<file path="src/rtl/cache_refill_ctrl_pkg.sv">
// Shared definitions for the cache line-refill engine: FSM encoding and
// backend address width helper.
package cache_refill_ctrl_pkg;

    typedef enum logic [1:0] {
        ST_IDLE   = 2'd0,
        ST_FILL   = 2'd1,
        ST_COMMIT = 2'd2
    } state_e;

    // Byte address = tag | set index | word in line | byte in word.
    function automatic int unsigned be_addr_w(input int unsigned tag_w,
                                              input int unsigned line_off_w,
                                              input int unsigned word_off_w,
                                              input int unsigned data_w);
        return tag_w + line_off_w + word_off_w + $clog2(data_w / 8);
    endfunction

endpackage

</file>
<file path="src/rtl/cache_refill_ctrl_bin_to_onehot.sv">
// Binary way index to one-hot way vector; inverse of onehot_to_bin.
module bin_to_onehot #(
    parameter  int unsigned N = 8,
    localparam int unsigned W = $clog2(N)
) (
    input  logic [W-1:0] bin,
    output logic [N-1:0] onehot
);

    always_comb onehot = N'(1) << bin;

endmodule

</file>
<file path="src/rtl/cache_refill_ctrl.sv">
// Line-refill engine: fetches one cache line from backend memory into the victim
// way, then writes tag/valid and marks the way MRU. Optional critical-word-first
// ordering and early_valid output under CACHE_REFILL_CRITICAL_FIRST_EN.
module cache_refill_ctrl
    import cache_refill_ctrl_pkg::*;
#(
    parameter  int unsigned N_WAYS     = 8,
    parameter  int unsigned LINE_OFF_W = 4,
    parameter  int unsigned WORD_OFF_W = 2,
    parameter  int unsigned BE_DATA_W  = 32,
    parameter  int unsigned TAG_W      = 24,
    localparam int unsigned NWAY_W     = $clog2(N_WAYS),
    localparam int unsigned BE_ADDR_W  = be_addr_w(TAG_W, LINE_OFF_W, WORD_OFF_W, BE_DATA_W)
) (
    input  logic                  clk,
    input  logic                  reset,
    input  logic                  miss_req,
    input  logic [TAG_W-1:0]      miss_tag,
    input  logic [LINE_OFF_W-1:0] miss_index,
    input  logic [WORD_OFF_W-1:0] miss_word,
    input  logic [NWAY_W-1:0]     way_select_bin,
    output logic                  refill_busy,
    output logic                  refill_done,
    output logic                  mem_valid,
    output logic [BE_ADDR_W-1:0]  mem_addr,
    input  logic                  mem_ready,
    input  logic [BE_DATA_W-1:0]  mem_rdata,
    output logic [N_WAYS-1:0]     line_wr_en,
    output logic [LINE_OFF_W-1:0] line_wr_index,
    output logic [WORD_OFF_W-1:0] line_wr_word,
    output logic [BE_DATA_W-1:0]  line_wr_data,
    output logic [N_WAYS-1:0]     tag_wr_en,
    output logic [TAG_W-1:0]      tag_wr_data,
`ifdef CACHE_REFILL_CRITICAL_FIRST_EN
    output logic                  early_valid,
`endif
    output logic                  pol_write_en,
    output logic [N_WAYS-1:0]     pol_way_hit,
    output logic [LINE_OFF_W-1:0] pol_line_addr
);

    localparam int unsigned BYTE_OFF_W = $clog2(BE_DATA_W / 8);
    localparam logic [WORD_OFF_W-1:0] LAST_WORD = '1;

    state_e                  state_q, state_d;
    logic [TAG_W-1:0]        tag_q, tag_d;
    logic [LINE_OFF_W-1:0]   index_q, index_d;
    logic [NWAY_W-1:0]       way_q, way_d;
    logic [WORD_OFF_W-1:0]   word_cnt_q, word_cnt_d;
    logic [WORD_OFF_W-1:0]   done_cnt_q, done_cnt_d;
    logic [N_WAYS-1:0]       way_oh;
    logic [WORD_OFF_W-1:0]   start_word;

`ifdef CACHE_REFILL_CRITICAL_FIRST_EN
    assign start_word = miss_word;
`else
    logic unused_miss_word;
    assign start_word       = '0;
    assign unused_miss_word = ^miss_word;
`endif

    bin_to_onehot #(.N(N_WAYS)) u_way_oh (
        .bin    (way_q),
        .onehot (way_oh)
    );

    // Next state and outputs; data-memory writes follow mem_ready in the same cycle.
    always_comb begin
        state_d       = state_q;
        tag_d         = tag_q;
        index_d       = index_q;
        way_d         = way_q;
        word_cnt_d    = word_cnt_q;
        done_cnt_d    = done_cnt_q;
        refill_busy   = 1'b0;
        refill_done   = 1'b0;
        mem_valid     = 1'b0;
        mem_addr      = '0;
        line_wr_en    = '0;
        line_wr_index = '0;
        line_wr_word  = '0;
        line_wr_data  = '0;
        tag_wr_en     = '0;
        tag_wr_data   = '0;
        pol_write_en  = 1'b0;
        pol_way_hit   = '0;
        pol_line_addr = '0;
`ifdef CACHE_REFILL_CRITICAL_FIRST_EN
        early_valid   = 1'b0;
`endif
        case (state_q)
            ST_IDLE: begin
                if (miss_req) begin
                    tag_d      = miss_tag;
                    index_d    = miss_index;
                    way_d      = way_select_bin;
                    word_cnt_d = start_word;
                    done_cnt_d = '0;
                    state_d    = ST_FILL;
                end
            end
            ST_FILL: begin
                refill_busy = 1'b1;
                mem_valid   = 1'b1;
                mem_addr    = {tag_q, index_q, word_cnt_q, {BYTE_OFF_W{1'b0}}};
                if (mem_ready) begin
                    line_wr_en    = way_oh;
                    line_wr_index = index_q;
                    line_wr_word  = word_cnt_q;
                    line_wr_data  = mem_rdata;
`ifdef CACHE_REFILL_CRITICAL_FIRST_EN
                    early_valid   = (done_cnt_q == '0);
`endif
                    word_cnt_d    = word_cnt_q + WORD_OFF_W'(1);
                    done_cnt_d    = done_cnt_q + WORD_OFF_W'(1);
                    if (done_cnt_q == LAST_WORD) begin
                        state_d = ST_COMMIT;
                    end
                end
            end
            ST_COMMIT: begin
                refill_busy   = 1'b1;
                refill_done   = 1'b1;
                tag_wr_en     = way_oh;
                tag_wr_data   = tag_q;
                pol_write_en  = 1'b1;
                pol_way_hit   = way_oh;
                pol_line_addr = index_q;
                state_d       = ST_IDLE;
            end
            default: state_d = ST_IDLE;
        endcase
    end

    always_ff @(posedge clk or posedge reset) begin
        if (reset) begin
            state_q    <= ST_IDLE;
            tag_q      <= '0;
            index_q    <= '0;
            way_q      <= '0;
            word_cnt_q <= '0;
            done_cnt_q <= '0;
        end else begin
            state_q    <= state_d;
            tag_q      <= tag_d;
            index_q    <= index_d;
            way_q      <= way_d;
            word_cnt_q <= word_cnt_d;
            done_cnt_q <= done_cnt_d;
        end
    end

endmodule
</file>
<file path="config.mk">
export PLATFORM = sky130hd
export DESIGN_NAME = cache_refill_ctrl
export DESIGN_NICKNAME = d
export VERILOG_FILES = /design/src/rtl/cache_refill_ctrl_pkg.sv /design/src/rtl/cache_refill_ctrl_bin_to_onehot.sv /design/src/rtl/cache_refill_ctrl.sv
export SDC_FILE = /design/constraint.sdc
export NUM_CORES = 1
export LEC_CHECK = 0
export ABC_CLOCK_PERIOD_IN_PS = 2790
export BUFFER_PORTS_ARGS = -buffer_cell sky130_fd_sc_hd__buf_2
export CAP_MARGIN = 5
export CORE_MARGIN = 2
export CORE_UTILIZATION = 30
export DETAILED_ROUTE_END_ITERATION = 8
export PLACE_DENSITY = 0.65
export SYNTH_ARGS = -nofsm -noshare
export SYNTH_HDL_FRONTEND = slang
export SYNTH_SLANG_ARGS = --single-unit
</file>
<file path="constraint.sdc">
create_clock -name clk -period 2.79 [get_ports clk]
set_clock_uncertainty 0.1 [all_clocks]
set_input_delay 0.279 -clock clk [delete_from_list [all_inputs] [get_ports clk]]
set_output_delay 0.279 -clock clk [all_outputs]
set_load 0.005 [all_outputs]
</file>
* After elaboration in Yosys (flattened, before gate mapping)
Index checks and enable logic that the tools add are counted.
** Operators by class
- Add/sub/neg operators :: 2
- Equal/unequal tests :: 6
- Shift-type cells :: 1
- Muxes and demuxes :: 24
- Reduce and logical (&&, ||, !) cells :: 6
** Operators with widths (number)
- $mux 32 :: 3
- $mux 24 :: 1
- $mux 8 :: 3
- $mux 2 :: 8
- $mux 4 :: 3
- $pmux 2 s2 :: 3
- $shl 1x3->8 const A :: 1
- $ne 2x2->1 const B :: 3
- $reduce_and 3->1 :: 2
- $add 2x1->2 const B :: 2
- $eq 2x2->1 const B :: 2
- $mux 1 :: 3
- $eq 2x1->1 const B :: 1
- $logic_not 2->1 :: 1
- $reduce_and 2->1 :: 1
- $reduce_bool 2->1 :: 1
- $reduce_or 2->1 :: 1
** Storage, ports and cells
- Bits in registers :: 37
- Output and inout bits :: 126
- Logic and storage cells :: 45

* Depth between registers and ports, before layout
Gate-level depths: netlist of run 1.
- Depth in word-level cells :: 4
- Depth in mapped cells :: 6
- Gate-level depth less buffers :: 5

* Cells and area by module
A second synthesis of run 1 with hierarchy kept.
** Second synthesis, totals
- Cell total of the unflattened synthesis :: 252
- Area, all modules :: 2451.1 um^2
** Modules (own cells, without submodules)
- cache_refill_ctrl :: instances 1, cells each 244, area each 2386.0 um^2, sequential area each 925.9 um^2
- bin_to_onehot :: instances 1, cells each 8, area each 65.1 um^2, sequential area each 0.0 um^2

* Worst setup path after synthesis of run 1
OpenSTA, ideal clock, no wires.
- Kind :: register to output
- Start :: register state_q[0]
- End :: output port tag_wr_en[4]
- Arrival time :: 1.449 ns
- Data required time :: 2.411 ns
- Path slack :: 0.962 ns
- Stages on the path, launching flop included :: 7
- Path through :: dfrtp_1 -> inv_1 -> ha_1 -> clkbuf_1 -> nand2_1 -> nor3_1 -> buf_4
** Between the ends
- Word-level cells in the longest chain between the ends :: 2
** Ends and longest elaborated chain
- from (decl) :: line cache_refill_ctrl.sv:45 : state_e state_q, state_d;
- from (signal assigned) :: line cache_refill_ctrl.sv:144 : state_q <= state_d;
- $eq 2x2->1
- $mux 8
- to (decl) :: line cache_refill_ctrl.sv:32 : output logic [N_WAYS-1:0] tag_wr_en,
Every way passes these cells.

* Worst setup path in the final report of run 1
- Start :: register state_q[1]
- End :: output port line_wr_word[0]
** Between the ends
- Word-level cells in the longest chain between the ends :: 2
** Ends and longest elaborated chain
- $eq 2x1->1 :: line cache_refill_ctrl.sv:91 : case (state_q)
- $mux 2 :: line cache_refill_ctrl.sv:91
- to (decl) :: line cache_refill_ctrl.sv:30 : output logic [WORD_OFF_W-1:0] line_wr_word,
Every way passes these cells.

==> results.sh, run 1 <==
export IMPL_finalNetCount=504
export IMPL_syn_instance_count=252
export IMPL_nFillCells=809
export IMPL_syn_avg_cell_area_um2=9.55
export IMPL_pin_count=195
export IMPL_fp_coreArea_mm2=0.00777
export IMPL_synthDistinctLibCells=23
export IMPL_power_mw=3.04
export IMPL_hold_violations=0
export IMPL_remaining_drc_errors=0
export IMPL_drt_iter0_drc=60
export IMPL_tightest_slew_ns=0.571
export IMPL_antenna_found_initial=0
export IMPL_finalCritPeriodShare=0.800
export IMPL_p_int_mw=1.88
export IMPL_gp_congestion=0.733
export IMPL_path_clk_slew_ns=0.07
export IMPL_synth_top_area_frac=0.385
export IMPL_synthFlopType="dfrtp_1"
export IMPL_synthMostInstantiatedCell="and2_1"
export IMPL_grt_first_pass_wirelength_um=10700
export IMPL_via_per_inst=4.48
export IMPL_cts_root_buf="clkbuf_8"
export IMPL_switching_share=0.381
export IMPL_fin_hold_ws_ns=0.125
export IMPL_period_minus_slack_ns=2.23
export IMPL_cts_htree_levels=2
export IMPL_dpl_hpwl_um=5410
export IMPL_yosys_mux_area_fraction=0.159
export IMPL_area_growth_pct=44.3
export IMPL_maxCapViolCount=0
export IMPL_postCtsSetupRepairBufs=0
export IMPL_max_freq_mhz=448
export IMPL_pwr_share_seq=0.337
export IMPL_ys_seq_elements=37
export IMPL_yosysWarnings=0
export IMPL_p_switching_mw=1.16
export IMPL_maxSlewHeadroom=0.619
export IMPL_path_max_fanout=29
export IMPL_path_class="reg2out"
export IMPL_yosys_area_share_simple=0.325
export IMPL_p_leak_nw=2.12
export IMPL_clockBufferDepth=2
export IMPL_drive_gt1_frac=0.557
export IMPL_synthTopCellsByCount="and2_1 (58), and3_1 (38), dfrtp_1 (37)"
export IMPL_yosys_area_top_type="dfrtp_1"
export IMPL_ant_nets=0
export IMPL_clkPwrFrac=0.118
export IMPL_ys_seq_area_frac=0.385
export IMPL_rows=32
export IMPL_syn_area_mm2=0.00241
export IMPL_yosys_top_cells_area="dfrtp_1 (38%), mux2_2 (15%), and2_1 (15%), and3_1 (9.9%), buf_4 (4.7%)"
export IMPL_finalSetupViolations=0
export IMPL_place_inst=523
export IMPL_cts_tree="done"
export IMPL_synth_xor_area_frac=0
export IMPL_placed_area_mm2=0.00338
export IMPL_port_buffers=190
export IMPL_globalRouteOverflowTotal=0
export IMPL_layout_cells_non_filler=531
export IMPL_required_ns=2.41
export IMPL_async_flop_share=1.00
export IMPL_die_x_um=93.6
export IMPL_synth_top_family_by_area="simple AND/OR/NAND/NOR gates"
export IMPL_synth_edf_count=0
export IMPL_finalWorstSetupSlack_ns=0.557
export IMPL_synth_compound_gate_area_share=0.0198
export IMPL_dp_slack_ns=0.826
export IMPL_wire_per_inst_um=12.9
export IMPL_final_cell_area_mm2=0.00347
export IMPL_synth_fa_ha_area_frac=0.0312
export IMPL_arrival_ns=1.85
export IMPL_ir_drop_mv=0.346
export IMPL_start_kind="flip-flop"
export IMPL_critPathCaptureType="output port"
export IMPL_die_h_um=93.6
export IMPL_routed_wl_um=6870
export IMPL_start_util=0.310
export IMPL_dr_pass1_iters=4
export IMPL_rsz0062_at_grt="false"
export IMPL_n_antenna_cell=0
export IMPL_status="complete, no violations"
export IMPL_first_global_vias=2307
export IMPL_clk_insertion_delay_late_ns=0.28
export IMPL_powerDensity_mw_per_mm2=875
export IMPL_hold_path_class="in2reg"
export IMPL_grt_use_total=0.153
export IMPL_final_util=0.447
export IMPL_grt_max_degree=37
export IMPL_maxSlewViolCount=0
export IMPL_via_count=2380
export IMPL_die_area_mm2=0.00876
export IMPL_cts_num_sinks=37
export IMPL_fin_tns_setup_ns=0
export IMPL_pwr_share_comb=0.544
export IMPL_cts_buffers_inserted=5
==> cell usage in the layout, fill, tap and decap left out, types with 2 or more instances in the layout <==
| master | instances |
|---|---|
| buf_2 | 190 |
| and2_1 | 58 |
| and3_1 | 38 |
| dfrtp_1 | 37 |
| mux2_2 | 33 |
| nor2_1 | 9 |
| buf_4 | 9 |
| nand2_1 | 8 |
| nand2b_1 | 7 |
| nor3_1 | 6 |
| ha_1 | 6 |
| clkbuf_8 | 5 |
| inv_1 | 4 |
| a22o_1 | 3 |
| nand3_1 | 3 |
| o21ai_0 | 2 |
| conb_1 | 2 |
==> layer usage <==
layer	part of all wire	wire [um]	global-route usage
met5	0	0	0
met3	0.089	612	0.0355
met2	0.50	3440	0.284
met1	0.40	2760	0.177
met4	0.0090	62	0.0362
==> cell type report <==
cell class | instances | area [um^2] | share of cell area
multi-input cells | 181 | 1290 | 0.373
repair buffers | 200 | 1030 | 0.296
flip-flops and latches | 37 | 926 | 0.267
well taps | 102 | 128 | 0.0367
clock buffers | 6 | 72.6 | 0.0209
inverters | 4 | 15.0 | 0.00432
clock inverters | 1 | 8.76 | 0.00252
==> flip-flops by register name (all words and copies together), names as in the netlist <==
register and cells:
tag_q 24, index_q 4, way_q 3, done_cnt_q 2, state_q 2, word_cnt_q 2
==> critical path: stages, from the launching register on <==
cell	delay, ns
dfrtp_1	0.39
inv_1	0.12
ha_1	0.43
buf_4	0.31
and3_1	0.20
buf_2	0.11
==> power by group through the flow <==
stage                     Combinational (mW)  Clock [mW]  Sequential (mW)
after floorplan                         1.08           0            0.946
after global placement                  1.64           0             1.02
after detailed placement                1.68           0             1.03
after CTS                               1.69       0.380             1.03
after global routing                    1.86       0.406             1.08
final                                   1.65       0.359             1.03
==> final timing paths <==
path | startpoint | endpoint | slack, ns | cells after the start
max | state_q[1]$_DFFE_PP0P_ | line_wr_word[0] | 0.56 | 5
min | miss_index[2] | index_q[2]$_DFFE_PP0P_ | 0.13 | 2
max reg2reg | state_q[1]$_DFFE_PP0P_ | state_q[0]$_DFFE_PP0P_ | 1.10 | 4
min reg2reg | tag_q[0]$_DFFE_PP0P_ | tag_q[0]$_DFFE_PP0P_ | 0.42 | 1
max in group asynchronous | reset | done_cnt_q[1]$_DFFE_PP0P_ | 1.38 | 4
min in group asynchronous | reset | tag_q[15]$_DFFE_PP0P_ | 0.49 | 3
==> logic make-up after synthesis <==
kind of cell               after synthesis
muxes                                   34
DFF                                     37
adders and majority gates                6
and+or+nand+nor                        132
AOI/OAI and AO/OA                        7
other                                    1
buffers and inverters                   35
==> timing repair <==
action | in CTS | in global routing
resized for setup | 0 | 0
hold endpoints to repair | 14 | 0
hold buffers | 1 | 0
Note: power is estimated with default switching activity, not from simulation.
==> run 2, diff against run 1 <==
- ABC_AREA: default -> 1
- ABC_CLOCK_PERIOD_IN_PS: 2790 -> 2300
- PLACE_DENSITY: 0.65 -> 0.64
- clock period: 2.79 -> 2.3 ns (I/O delays scaled with it)
==> results.sh, run 2 <==
export IMPL_arrival_ns=1.71
export IMPL_cts_htree_levels=2
export IMPL_wire_per_inst_um=10.8
export IMPL_p_int_mw=1.96
export IMPL_yosys_area_top_type="dfrtp_1"
export IMPL_maxSlewViolCount=0
export IMPL_power_mw=3.64
export IMPL_p_switching_mw=1.68
export IMPL_synthMostInstantiatedCell="nand2_1"
export IMPL_path_buf_inv=2
export IMPL_finalNetCount=676
export IMPL_seq_area_um2=926
export IMPL_first_global_vias=2750
export IMPL_n_antenna_cell=0
export IMPL_globalRouteOverflowTotal=0
export IMPL_cts_root_buf="clkbuf_8"
export IMPL_syn_area_mm2=0.00263
export IMPL_clkPwrFrac=0.119
export IMPL_synthFlopType="dfrtp_1"
export IMPL_largest_reg_flops=24
export IMPL_finalSetupViolations=0
export IMPL_fp_coreArea_mm2=0.00859
export IMPL_clk_insertion_delay_late_ns=0.28
export IMPL_gp_congestion=0.743
export IMPL_synthTopCellsByCount="nand2_1 (128), inv_1 (108), nor2_1 (65)"
export IMPL_grt_max_degree=47
export IMPL_switching_share=0.462
export IMPL_start_kind="flip-flop"
export IMPL_drt_iter0_drc=85
export IMPL_cp_slowest_stage_delay_ns=0.40
export IMPL_path_delay_family="simple AND/OR/NAND/NOR gates"
export IMPL_dr_pass1_iters=4
export IMPL_multiInputGateArea_mm2=0.00107
export IMPL_yosysWarnings=0
export IMPL_rsz0062_at_grt="false"
export IMPL_port_buffers=190
export IMPL_place_inst=701
export IMPL_required_ns=1.97
export IMPL_routed_wl_um=7690
export IMPL_hold_path_class="in2reg"
export IMPL_worstPathCellList="inv_1, ha_1, nand2_4, nor2_1, buf_2"
export IMPL_synthDistinctLibCells=18
export IMPL_grt_first_pass_wirelength_um=12700
export IMPL_postCtsSetupRepairBufs=0
export IMPL_nFillCells=967
export IMPL_remaining_drc_errors=0
export IMPL_drive_gt1_frac=0.354
export IMPL_pwr_share_seq=0.337
export IMPL_ir_drop_mv=0.413
export IMPL_rows=34
export IMPL_powerDensity_mw_per_mm2=1000
export IMPL_max_freq_mhz=491
export IMPL_layout_commonest_cell="buf_2"
export IMPL_syn_instance_count=425
export IMPL_grt_use_total=0.161
export IMPL_path_clk_slew_ns=0.07
export IMPL_async_flop_share=1.00
export IMPL_hold_violations=0
export IMPL_p_leak_nw=2.82
export IMPL_grt_busiest_layer="met2"
export IMPL_path_max_fanout=46
export IMPL_critPathCaptureType="output port"
export IMPL_maxCapViolCount=0
export IMPL_path_class="reg2out"
export IMPL_synth_edf_count=0
export IMPL_tightest_slew_ns=0.692
export IMPL_finalCritPeriodShare=0.885
export IMPL_antenna_found_initial=0
export IMPL_ys_seq_elements=37
export IMPL_final_cell_mix="buf_2 (190), nand2_1 (128), inv_1 (108)"
export IMPL_cts_num_sinks=37
export IMPL_via_count=2985
export IMPL_area_growth_pct=38.5
export IMPL_regMostFlops="tag_q"
export IMPL_die_area_mm2=0.00953
export IMPL_yosys_top_cells_area="dfrtp_1 (35%), nand2_1 (18%), inv_1 (15%), nor2_1 (9.3%), nand3_1 (6.5%)"
export IMPL_ys_seq_area_frac=0.352
export IMPL_die_h_um=97.6
export IMPL_use_met2=0.292
export IMPL_via_per_inst=4.20
export IMPL_dpl_hpwl_um=6100
export IMPL_maxSlewHeadroom=0.537
export IMPL_rrSetupSlack_ns=0.49
export IMPL_slowest_stage="dfrtp_1"
export IMPL_synth_top_area_frac=0.352
export IMPL_fin_tns_setup_ns=0
export IMPL_status="complete, no violations"
export IMPL_pwr_share_comb=0.545
export IMPL_start_util=0.306
export IMPL_period_minus_slack_ns=2.04
export IMPL_cts_tree="done"
export IMPL_layout_cells_non_filler=710
export IMPL_met1_usage=0.189
export IMPL_ant_nets=0
export IMPL_pin_count=195
export IMPL_syn_avg_cell_area_um2=6.19
export IMPL_reg_largest_list="tag_q x24, index_q x4, way_q x3"
export IMPL_cts_buffers_inserted=5
export IMPL_die_x_um=97.6
export IMPL_gr_usage_met3=0.0417
export IMPL_clockBufferDepth=2
## run 2: changes by cell type in the layout (fill, tap and decap cells not counted), sizes merged, moves of 3 or more
cell	change
and2	-58
nor3	-6
and3	-38
nand3	+31
mux2	-33
a22o	-3
nand2b	-7
a21oi	+6
inv	+105
nor2	+57
nand2	+125
## run 2: power groups by stage
stage | Combinational [mW] | Clock (mW) | Sequential (mW)
after floorplan | 1.37 | 0 | 1.15
after global placement | 1.98 | 0 | 1.23
after detailed placement | 2.03 | 0 | 1.23
after CTS | 2.03 | 0.456 | 1.23
after global routing | 2.30 | 0.488 | 1.28
final | 1.98 | 0.433 | 1.23
## run 2: cells by family (layout without fill, tap and decap cells)
group                    after synthesis  after routing  share of synthesized area
AO/OA/AOI/OAI                          8              8                     0.0152
flip-flops                            37             37                      0.352
buffers and inverters                140            316                      0.244
other                                  1              2                    0.00143
AND/OR/NAND/NOR                      233            233                      0.358
adder cells (fa/ha/maj)                6              6                     0.0286
## run 2: layout make-up
cell class                 count  share of cell area
multi-input combinational    249               0.293
tap                          108              0.0371
sequential                    37               0.254
timing repair buffer         199               0.280
clock inverter                 2             0.00275
inverter                     109               0.112
clock buffer                   6              0.0199
## run 2: path summary, 6_finish.rpt
kind | from | end | cells past startpoint
max in group asynchronous | reset | tag_q[18]$_DFFE_PP0P_ | 4
min in group asynchronous | reset | done_cnt_q[1]$_DFFE_PP0P_ | 4
max reg2reg | state_q[0]$_DFFE_PP0P_ | index_q[0]$_DFFE_PP0P_ | 5
min | miss_tag[0] | tag_q[0]$_DFFE_PP0P_ | 3
max | state_q[1]$_DFFE_PP0P_ | line_wr_data[9] | 5
min reg2reg | done_cnt_q[1]$_DFFE_PP0P_ | done_cnt_q[1]$_DFFE_PP0P_ | 2
## run 2: worst min-delay path: stages
cell,delay (ns)
buf_2,0.08
nand3_1,0.05
nand2_1,0.06
## run 2: through the flow
step	hold WS [ns]	util	setup slack (ns)	cell area (um^2)
floorplan	0.263	-	0.668	2630
global placement	0.271	0.413	0.482	3550
detailed placement	0.281	0.413	0.427	3550
CTS	0.0527	0.423	0.0944	3640
global route	0.0615	0.424	0.0923	3640
finish	0.0673	0.424	0.264	3640
## run 2: metal layers
layer	up-vias	wire length, um
li1	1535	-
met1	1310	3130
met2	133	3770
met3	7	699
met4	0	91
met5	-	0
## run 2: what timing repair did
action | 4_1_cts | 5_1_grt
hold buffers | 1 | 0
resized for setup | 0 | 1
hold endpoints to repair | 37 | 0
endpoints found under the setup margin | 0 | 26
==> run 3, diff against run 2 <==
- HOLD_SLACK_MARGIN: default -> 0.06
- RECOVER_POWER: default -> 25
==> results.sh, run 3 (synthesis gave the netlist of run 2 again) <==
export IMPL_place_inst=701
export IMPL_antenna_found_initial=0
export IMPL_cts_htree_levels=2
export IMPL_start_util=0.306
export IMPL_wl_met2_um=3850
export IMPL_dp_slack_ns=0.427
export IMPL_finalNetCount=678
export IMPL_maxSlewHeadroom=0.356
export IMPL_rsz0062_at_grt="false"
export IMPL_die_h_um=97.6
export IMPL_drive_gt1_frac=0.344
export IMPL_area_growth_pct=38.7
export IMPL_gp_congestion=0.743
export IMPL_p_leak_nw=2.81
export IMPL_routed_wl_um=7740
export IMPL_die_area_mm2=0.00953
export IMPL_via_count=2995
export IMPL_wire_per_inst_um=10.9
export IMPL_dr_wl_met3_um=681
export IMPL_max_freq_mhz=488
export IMPL_finalSetupViolations=0
export IMPL_layout_cells_non_filler=712
export IMPL_slowest_stage="dfrtp_1"
export IMPL_finalWorstSetupSlack_ns=0.251
export IMPL_drt_iter0_drc=81
export IMPL_hold_path_depth=3
export IMPL_path_class="reg2out"
export IMPL_path_max_fanout=46
export IMPL_fp_coreArea_mm2=0.00859
export IMPL_r2r_start="state_q[0]$_DFFE_PP0P_"
export IMPL_grt_first_pass_wirelength_um=12700
export IMPL_clk_insertion_delay_late_ns=0.28
export IMPL_ir_drop_mv=0.414
export IMPL_maxSlewViolCount=0
export IMPL_cts_root_buf="clkbuf_8"
export IMPL_hold_path_class="in2reg"
export IMPL_hold_violations=0
export IMPL_dr_pass1_iters=4
export IMPL_n_antenna_cell=0
export IMPL_ant_nets=0
export IMPL_clockBufferDepth=2
export IMPL_power_mw=3.62
export IMPL_dpl_hpwl_um=6100
export IMPL_port_buffers=190
export IMPL_finalCritPeriodShare=0.891
export IMPL_cts_buffers_inserted=5
export IMPL_via_per_inst=4.21
export IMPL_die_x_um=97.6
export IMPL_pin_count=195
export IMPL_powerDensity_mw_per_mm2=993
export IMPL_path_clk_slew_ns=0.07
export IMPL_postCtsSetupRepairBufs=0
export IMPL_status="complete, no violations"
export IMPL_drt_met1_wl_um=3120
export IMPL_grt_max_degree=47
export IMPL_remaining_drc_errors=0
export IMPL_hp_start="miss_tag[7]"
export IMPL_cts_tree="done"
export IMPL_cp_slowest_stage_delay_ns=0.40
export IMPL_first_global_vias=2748
export IMPL_startpoint="state_q[1]$_DFFE_PP0P_"
export IMPL_grt_use_total=0.161
export IMPL_final_cell_mix="buf_2 (189), nand2_1 (129), inv_1 (109)"
export IMPL_top_layer="met4"
export IMPL_ff2ff_path_depth=5
export IMPL_globalRouteOverflowTotal=0
export IMPL_cts_num_sinks=37
export IMPL_start_kind="flip-flop"
export IMPL_largest_reg_flops=24
export IMPL_critPathCaptureType="output port"
export IMPL_layout_commonest_cell="buf_2"
export IMPL_rows=34
export IMPL_arrival_ns=1.72
export IMPL_worstPathCellList="inv_1, ha_1, nand2_4, nor2_1, buf_2"
export IMPL_reg_largest_list="tag_q x24, index_q x4, way_q x3"
export IMPL_tightest_slew_ns=0.966
export IMPL_fin_tns_setup_ns=0
export IMPL_maxCapViolCount=0
export IMPL_period_minus_slack_ns=2.05
export IMPL_required_ns=1.97
export IMPL_regMostFlops="tag_q"
-- run 3: worst paths after layout --
| check | slack (ns) | endpoint |
|---|---|---|
| max | 0.25 | line_wr_data[9] |
| min | 0.07 | tag_q[7]$_DFFE_PP0P_ |
| max reg2reg | 0.49 | index_q[0]$_DFFE_PP0P_ |
| min reg2reg | 0.40 | done_cnt_q[1]$_DFFE_PP0P_ |
| max in group asynchronous | 0.82 | tag_q[19]$_DFFE_PP0P_ |
| min in group asynchronous | 0.69 | done_cnt_q[1]$_DFFE_PP0P_ |
-- run 3: critical path: cells and delay by family, from the launching register on --
family        cells  cell delay, ns
flops             1            0.40
fa+ha+maj         1            0.26
buf+inv           2            0.27
simple gates      2            0.49
-- run 3: final cells by class --
class                           count  area [um^2]
Fill cell                         965         4950
Multi-Input combinational cell    249         1060
Timing Repair Buffer              201         1030
Sequential cell                    37          926
Inverter                          109          409
Tap cell                          108          135
Clock buffer                        6         72.6
Clock inverter                      2         10.0
-- run 3: repair_timing --
item                       4_1_cts  5_1_grt
hold buffers                     3        0
resized for setup                0        1
setup endpoints to repair        0       28
hold endpoints to repair        39        0
-- run 3: layer usage --
metal	vias up	track usage
li1	1538	-
met3	6	0.0410
met2	127	0.292
met5	-	0
met4	0	0.0385
met1	1324	0.189
-- run 3: where the power goes --
part           internal [mW]  switching, mW  total [mW]
Sequential             0.957          0.270        1.23
Combinational          0.773           1.19        1.96
Clock                  0.210          0.224       0.434
Total                   1.94           1.68        3.62
-- run 3: through the flow --
| stage | utilization | hold slack [ns] | area, um^2 |
|---|---|---|---|
| floorplan | - | 0.263 | 2630 |
| global placement | 0.413 | 0.271 | 3550 |
| detailed placement | 0.413 | 0.281 | 3550 |
| finish | 0.424 | 0.0663 | 3650 |
| CTS | 0.426 | 0.0607 | 3660 |
| global route | 0.424 | 0.0615 | 3650 |
